$ cat src/rtl/alu_issue_wb.sv
// Issue/writeback pipeline around an external combinational ALU: an EX stage drives the ALU,
// a WB stage holds its result until the consumer takes it and the register file is written.
module alu_issue_wb #(
  parameter int unsigned W = 32
) (
  input  logic         clk,
  input  logic         rst,
  input  logic         in_valid,
  output logic         in_ready,
  input  logic [2:0]   in_op,
  input  logic [2:0]   in_rd,
  input  logic [2:0]   in_rs,
  input  logic [2:0]   in_rt,
  input  logic         in_imm_sel,
  input  logic [W-1:0] in_imm,
  output logic [W-1:0] alu_r2,
  output logic [W-1:0] alu_r3,
  output logic [2:0]   alu_op,
  input  logic [W-1:0] alu_r0,
  output logic         wb_valid,
  output logic [2:0]   wb_addr,
  output logic [W-1:0] wb_data,
  input  logic         out_ready,
  input  logic [2:0]   dbg_addr,
  output logic [W-1:0] dbg_data
);

  logic [W-1:0] rf [8];
  logic         ex_valid;
  logic [2:0]   ex_rd;
  logic         wb_fire, wb_free, ex_move, accept;
  logic [W-1:0] op_a, op_b;

  assign wb_fire  = wb_valid & out_ready;
  assign wb_free  = ~wb_valid | out_ready;
  assign ex_move  = ex_valid & wb_free;
  assign in_ready = ~rst & (~ex_valid | wb_free);
  assign accept   = in_valid & in_ready;
  assign dbg_data = rf[dbg_addr];

  // EX result is the youngest in flight, so it wins over the WB result.
  always_comb begin
    op_a = rf[in_rs];
    if (ex_valid && ex_rd == in_rs) begin
      op_a = alu_r0;
    end else if (wb_valid && wb_addr == in_rs) begin
      op_a = wb_data;
    end
    if (in_imm_sel) begin
      op_a = in_imm;
    end

    op_b = rf[in_rt];
    if (ex_valid && ex_rd == in_rt) begin
      op_b = alu_r0;
    end else if (wb_valid && wb_addr == in_rt) begin
      op_b = wb_data;
    end
  end

  always_ff @(posedge clk or posedge rst) begin
    if (rst) begin
      ex_valid <= 1'b0;
      alu_r2   <= '0;
      alu_r3   <= '0;
      alu_op   <= '0;
      ex_rd    <= '0;
    end else if (accept) begin
      ex_valid <= 1'b1;
      alu_r2   <= op_a;
      alu_r3   <= op_b;
      alu_op   <= in_op;
      ex_rd    <= in_rd;
    end else if (ex_move) begin
      ex_valid <= 1'b0;
    end
  end

  always_ff @(posedge clk or posedge rst) begin
    if (rst) begin
      wb_valid <= 1'b0;
      wb_addr  <= '0;
      wb_data  <= '0;
    end else if (ex_move) begin
      wb_valid <= 1'b1;
      wb_addr  <= ex_rd;
      wb_data  <= alu_r0;
    end else if (wb_fire) begin
      wb_valid <= 1'b0;
    end
  end

  always_ff @(posedge clk or posedge rst) begin
    if (rst) begin
      for (int i = 0; i < 8; i++) begin
        rf[i] <= '0;
      end
    end else if (wb_fire) begin
      rf[wb_addr] <= wb_data;
    end
  end

endmodule
$ cat config.mk
export PLATFORM = sky130hd
export DESIGN_NAME = alu_issue_wb
export DESIGN_NICKNAME = d
export VERILOG_FILES = /design/src/rtl/alu_issue_wb.sv
export SDC_FILE = /design/constraint.sdc
export NUM_CORES = 1
export LEC_CHECK = 0
export CAP_MARGIN = 20
export CORE_MARGIN = 2
export CORE_UTILIZATION = 60
export CTS_CLUSTER_DIAMETER = 80
export DETAILED_ROUTE_END_ITERATION = 8
export DONT_BUFFER_PORTS = 1
export GPL_TIMING_DRIVEN = 0
export PLACE_DENSITY_LB_ADDON = 0.25
export SETUP_SLACK_MARGIN = 0.05
export SLEW_MARGIN = 20
export SYNTH_ARGS = -nofsm -noshare
export SYNTH_HDL_FRONTEND = slang
export SYNTH_SLANG_ARGS = --single-unit
$ cat constraint.sdc
create_clock -name clk -period 13.5 [get_ports clk]
set_input_delay 1.35 -clock clk [delete_from_list [all_inputs] [get_ports clk]]
set_output_delay 1.35 -clock clk [all_outputs]
set_load 0.05 [all_outputs]
==> impl_metrics.toml, run 1 <==
[run_status]
status = "complete, no violations"

[clock_network]
htree_levels = 2
cts_buffers = 40
clkTransAtPathRegs_ns = 0.06
cts_root_buf = "clkbuf_16"
cts_sinks = 363
ctsHoldBuffers = 0
cts_buffer_depth = 3
clock_latency_ns = 0.57
cts_tree = "done"
post_cts_buffers = 0
cts_resized = 0

[logic_synthesis]
yosysTopAreaCellShare = 0.437
synth_area_leaders = "dfrtp_1, mux2_2, mux4_2, mux4_1, o22ai_1"
synth_cell_type_count = 38
synthArstFlopShare = 1.00
synth-edff-count = 0
seq_area_frac_synth = 0.437
syn_area_per_cell_um2 = 14.1
yosys_warnings = 0
yosys.area.top_type = "dfrtp_1"
syn_inst = 1468
ys.flop_type = "dfrtp_1"
ys_seq_elements = 363
synth_area_um2 = 20800
syn_nets = 1552

[global_route]
grt_max_degree = 105
grt_antenna_before_repair = 4
grt_pass1_vias = 15200
track_usage = 0.381
grt-ovfl-total = 0
grt_first_pass_wirelength_mm = 99.1

[setup_path]
cp.buffers_inverters = 2
critPathRequiredTime_ns = 12.15
crit_top_cell = "clkbuf_1"
start_kind = "input pin"
crit_slowest_cell = "clkbuf_1"
crit_chain = "clkbuf_1, clkbuf_1, mux4_2, mux2_2"
crit_type = "in2out"
critPathTopFamily = "buffers and inverters"
reg2reg_depth = 6
crit_path_end_kind = "primary output"
regToRegSetupSlack_ns = 10.47
timing.rr.start = "wb_valid"
cp_data_arrival_time_ns = 3.54
max_stage_delay_ns = 0.71
r2r-end = "alu_r2[16]"
path_max_fanout = 10

[power]
p_leak_nw = 9.51
ir_worst_vdd_v = 0.000138
power_density_nw_per_um2 = 227

[sta]
setup_viol = 0
drv_slew = 0
worstMarginPinSlew_ns = 1.06
clock_skew_ns = 0.0256
max_freq_mhz = 204
grt_setup_unrepaired = "no"
hold_slack_ns = 0.531
hold_viol = 0
fin_crit_ns = 4.89
final.setup.tns_ns = 0
fin_crit_sh = 0.362
slew_headroom = 0.290

[floorplanning]
fp.dieArea_um2 = 36100
die_x_um = 190
initial_utilization = 0.606
die_y_um = 190
row_count = 68
ios = 220
coreArea_um2 = 34300

[worst_hold_path]
whs_path_depth = 1
min_from = "ex_valid"
hold_class = "reg2reg"
min_to = "wb_valid"

[finish]
area_delta_synth_final_pct = 9.95
design_area_um2 = 22800
drive_gt1_frac = 0.442
nNetsFinal = 1597
fin_util = 0.666

[place]
dpl_cell_area_um2 = 21400
hpwl_mm = 44.3
portBuffers = 0
gp_congestion = 0.932

[drt]
dr.pass1.iters = 6
vias_per_cell = 7.46
ant_nets = 0
routed_wl_mm = 67.3
wl_per_cell_um = 33.6
vias = 15000
drt_iter0_drc = 1817
drc = 0

[job]
drv_cap = 0
## where the power goes
| group | leakage (nW) | internal, mW | switching, mW |
|---|---|---|---|
| registers | 4.46 | 1.54 | 0.795 |
| logic | 4.34 | 0.929 | 0.753 |
| clock network | 0.697 | 0.711 | 0.458 |
| total | 9.51 | 3.18 | 2.01 |
## state kept, by name, indices dropped and copies added, names as in the netlist
register / flops
rf: 256
alu_r2: 32
alu_r3: 32
wb_data: 32
alu_op: 3
ex_rd: 3
wb_addr: 3
ex_valid: 1
wb_valid: 1
## routing by layer
layer  wire length, um  track usage  share of wire
met5                 0            0              0
met2             30600        0.564           0.45
met4              2910        0.177          0.043
met1             25400        0.517           0.38
met3              8400        0.123           0.12
## cells in the final DEF, fill, tap and decap left out, types with 22 or more instances in the layout
cell / n
dfrtp_1: 363
mux2_2: 350
buf_2: 68
mux2i_1: 43
clkbuf_1: 78
clkbuf_16: 41
mux4_1: 22
o22ai_1: 69
nor2_1: 60
mux4_2: 159
nand2_1: 33
## kinds of logic (layout without fill, tap and decap cells)
group,after synthesis,count (layout),synth area share
compound gates,182,182,0.0650
mux,579,579,0.414
simple gates,169,169,0.0398
xor+xnor,12,12,0.00506
other cells,0,5,0
buf+inv,163,238,0.0392
flops,363,363,0.437
## synthesized netlist by cell type, drive strengths merged (2+ instances only)
| master | count |
|---|---|
| o221ai | 11 |
| mux2 | 355 |
| nor2b | 21 |
| a221oi | 21 |
| nand2b | 16 |
| or3 | 14 |
| mux4 | 181 |
| o21ai | 22 |
| inv | 2 |
| nand3 | 14 |
| nand3b | 3 |
| nand4 | 2 |
| and4 | 3 |
| a31oi | 11 |
| buf | 89 |
| a211o | 20 |
| clkbuf | 72 |
| o22ai | 84 |
| nor2 | 60 |
| nand2 | 33 |
| a22oi | 11 |
| mux2i | 43 |
| dfrtp | 363 |
| xnor2 | 12 |
## area by class of cell
cell class	count	area [um^2]
fill	2392	11500
buffer	161	806
inverter	2	15.0
antenna	5	12.5
timing repair buffer	3	82.6
sequential	363	9080
multi-input combinational	942	10900
clock inverter	14	195
tap	455	569
clock buffer	58	1200
## per-stage QoR
stage	power (mW)	instances	worst slack (ns)
5_1_grt	5.39	2002	8.57
3_3_place_gp	3.90	1923	-2.87
6_report	5.18	2003	8.61
3_5_place_dp	3.98	1926	8.66
2_1_floorplan	3.56	1468	2.03
4_1_cts	5.15	1998	8.63
## worst max path at each step
stage,startpoint,to,depth (start not counted)
after CTS,dbg_addr[1],dbg_data[21],4
after detailed placement,dbg_addr[1],dbg_data[21],4
after global routing,dbg_addr[1],dbg_data[21],4
after floorplan,rst,alu_op[0],1
final,dbg_addr[1],dbg_data[21],4
after global placement,rst,alu_r2[16],6
Note: power is estimated with default switching activity, not from simulation.
==> run 2: changes to the inputs <==
CORE_UTILIZATION = 58   (was 60)
clock period = 3.9 ns   (was 13.5 ns; I/O delays follow)
==> impl_metrics.toml, run 2 (same netlist as run 1, synthesis figures left out) <==
[drt]
dr.pass1.iters = 8
wl_per_cell_um = 33.7
vias = 15100
drc = 0
drt_iter0_drc = 1689
ant_nets = 0
routed_wl_mm = 69.4
vias_per_cell = 7.32

[worst_hold_path]
min_from = "alu_r0[30]"
hold_class = "in2reg"

[finish]
final_cell_mix = "dfrtp_1, mux2_2, mux4_2"
drive_gt1_frac = 0.435
nNetsFinal = 1646
top_register = "rf"
area_delta_synth_final_pct = 12.6
final_common_cell = "dfrtp_1"
nFillCells = 2551
fin_cells = 2057
largest_register_ffs = 256

[global_route]
grt_max_degree = 34
grt_first_pass_wirelength_mm = 102
grt-ovfl-total = 0
track_usage = 0.372
grt_pass1_vias = 15500
grt_antenna_before_repair = 8

[clock_network]
clkTransAtPathRegs_ns = 0.06
cts_buffers = 41
cts_sinks = 363
cts_resized = 0
cts_root_buf = "clkbuf_16"
cts_buffer_depth = 3
htree_levels = 2
clock_latency_ns = 0.57
post_cts_buffers = 0
cts_tree = "done"

[power]
p_int_mw = 10.9
switchingPower_mw = 7.00
power.total_mw = 17.9
p_clk_frac = 0.219
comb_power_share = 0.331
sw_frac_of_total = 0.391
p_seq_frac = 0.450
power_density_nw_per_um2 = 766
p_leak_nw = 9.73
ir_worst_vdd_v = 0.000466

[job]
drv_cap = 0

[sta]
final.setup.tns_ns = 0
fin_crit_ns = 3.08
worstMarginPinSlew_ns = 1.12
drv_slew = 0
clock_skew_ns = 0.0121
slew_headroom = 0.255
hold_viol = 0
fin_crit_sh = 0.791
hold_slack_ns = 0.0123
layout_setup_ws_ns = 0.816
grt_setup_unrepaired = "no"
setup_viol = 0
max_freq_mhz = 324

[run_status]
status = "complete, no violations"

[setup_path]
crit_type = "in2reg"
crit_path_end_kind = "flip-flop"
max_stage_delay_ns = 0.58
cp-startpoint = "rst"
path_max_fanout = 27
crit_slowest_cell = "dlygate4sd3_1"
cp_data_arrival_time_ns = 3.57
crit_chain = "dlygate4sd3_1, clkinvlp_4, buf_12, buf_12, and3_1, buf_6, nand2_1, buf_2, o22ai_1, nor2_1"
crit_top_cell = "buf_12"
timing.rr.start = "wb_valid"
start_kind = "input pin"
critPathRequiredTime_ns = 4.38

[floorplanning]
die_y_um = 193
fp.dieArea_um2 = 37300
coreArea_um2 = 35400
ios = 220
row_count = 69
die_x_um = 193
initial_utilization = 0.587

[place]
portBuffers = 0
placedCellCount = 1941
place_ws_ns = 0.898
gp_congestion = 0.916
hpwl_mm = 45.7
run 2: cell count changes in the layout (fill, tap and decap cells not counted), moves of 2 or more:
cell and delta:
dlygate4sd3_1 +39, buf_12 +11, buf_2 -6, buf_6 +4, clkbuf_8 -4, buf_4 +3, clkbuf_2 +3, buf_16 -2
clkbuf_4 +2, clkinvlp_4 +2
run 2: path summary, 6_finish.rpt:
path                               to  slack [ns]  cells after the start
setup / recovery           alu_r3[15]        0.82                     10
hold / removal             alu_r3[30]        0.01                      2
setup reg to reg           alu_r3[15]        1.16                      7
hold reg to reg                rf[17]        0.55                      1
max in group asynchronous  alu_r3[12]        1.79                      8
min in group asynchronous    ex_rd[1]        0.39                      2
run 2: layout make-up:
cell class / count / area (um^2) / area share
clock inverters: 13 / 168 / 0.00717
flip-flops and latches: 363 / 9080 / 0.389
inverters: 2 / 11.3 / 0.000482
multi-input cells: 942 / 10900 / 0.465
clock buffers: 58 / 1160 / 0.0496
repair buffers: 51 / 638 / 0.0273
diodes: 6 / 15.0 / 0.000642
plain buffers: 161 / 851 / 0.0364
well taps: 461 / 577 / 0.0247
run 2: power by group through the flow:
stage | Clock [mW] | Sequential (mW) | Combinational, mW
6_report | 3.93 | 8.05 | 5.92
5_1_grt | 4.11 | 8.24 | 6.24
4_1_cts | 3.95 | 7.97 | 5.88
3_5_place_dp | 0 | 8.03 | 5.80
3_3_place_gp | 0 | 7.92 | 5.61
2_1_floorplan | 0 | 7.45 | 4.89
run 2: per-stage QoR:
step            util  instance area (um^2)
2_1_floorplan      -                 20800
3_3_place_gp   0.604                 21400
3_5_place_dp   0.611                 21600
4_1_cts        0.660                 23400
5_1_grt        0.660                 23400
6_report       0.660                 23400
run 2: per-layer routing:
layer	GRT usage	wire, um	part of all wire	vias up
met5	0	10	0.00014	-
met4	0.165	3200	0.046	2
met3	0.131	8770	0.13	231
met2	0.555	31400	0.45	1130
met1	0.495	26000	0.37	7781
li1	-	-	-	5919
run 2: what timing repair did:
item | in CTS | in global routing
endpoints found under the setup margin | 0 | 0
hold buffers | 39 | 0
endpoints found under the hold margin | 91 | 0
run 2: critical path, delay by kind of cell:
family / cells / cell delay, ns
buffers and inverters: 6 / 2.31
AO/OA/AOI/OAI: 1 / 0.16
AND/OR/NAND/NOR: 3 / 0.68
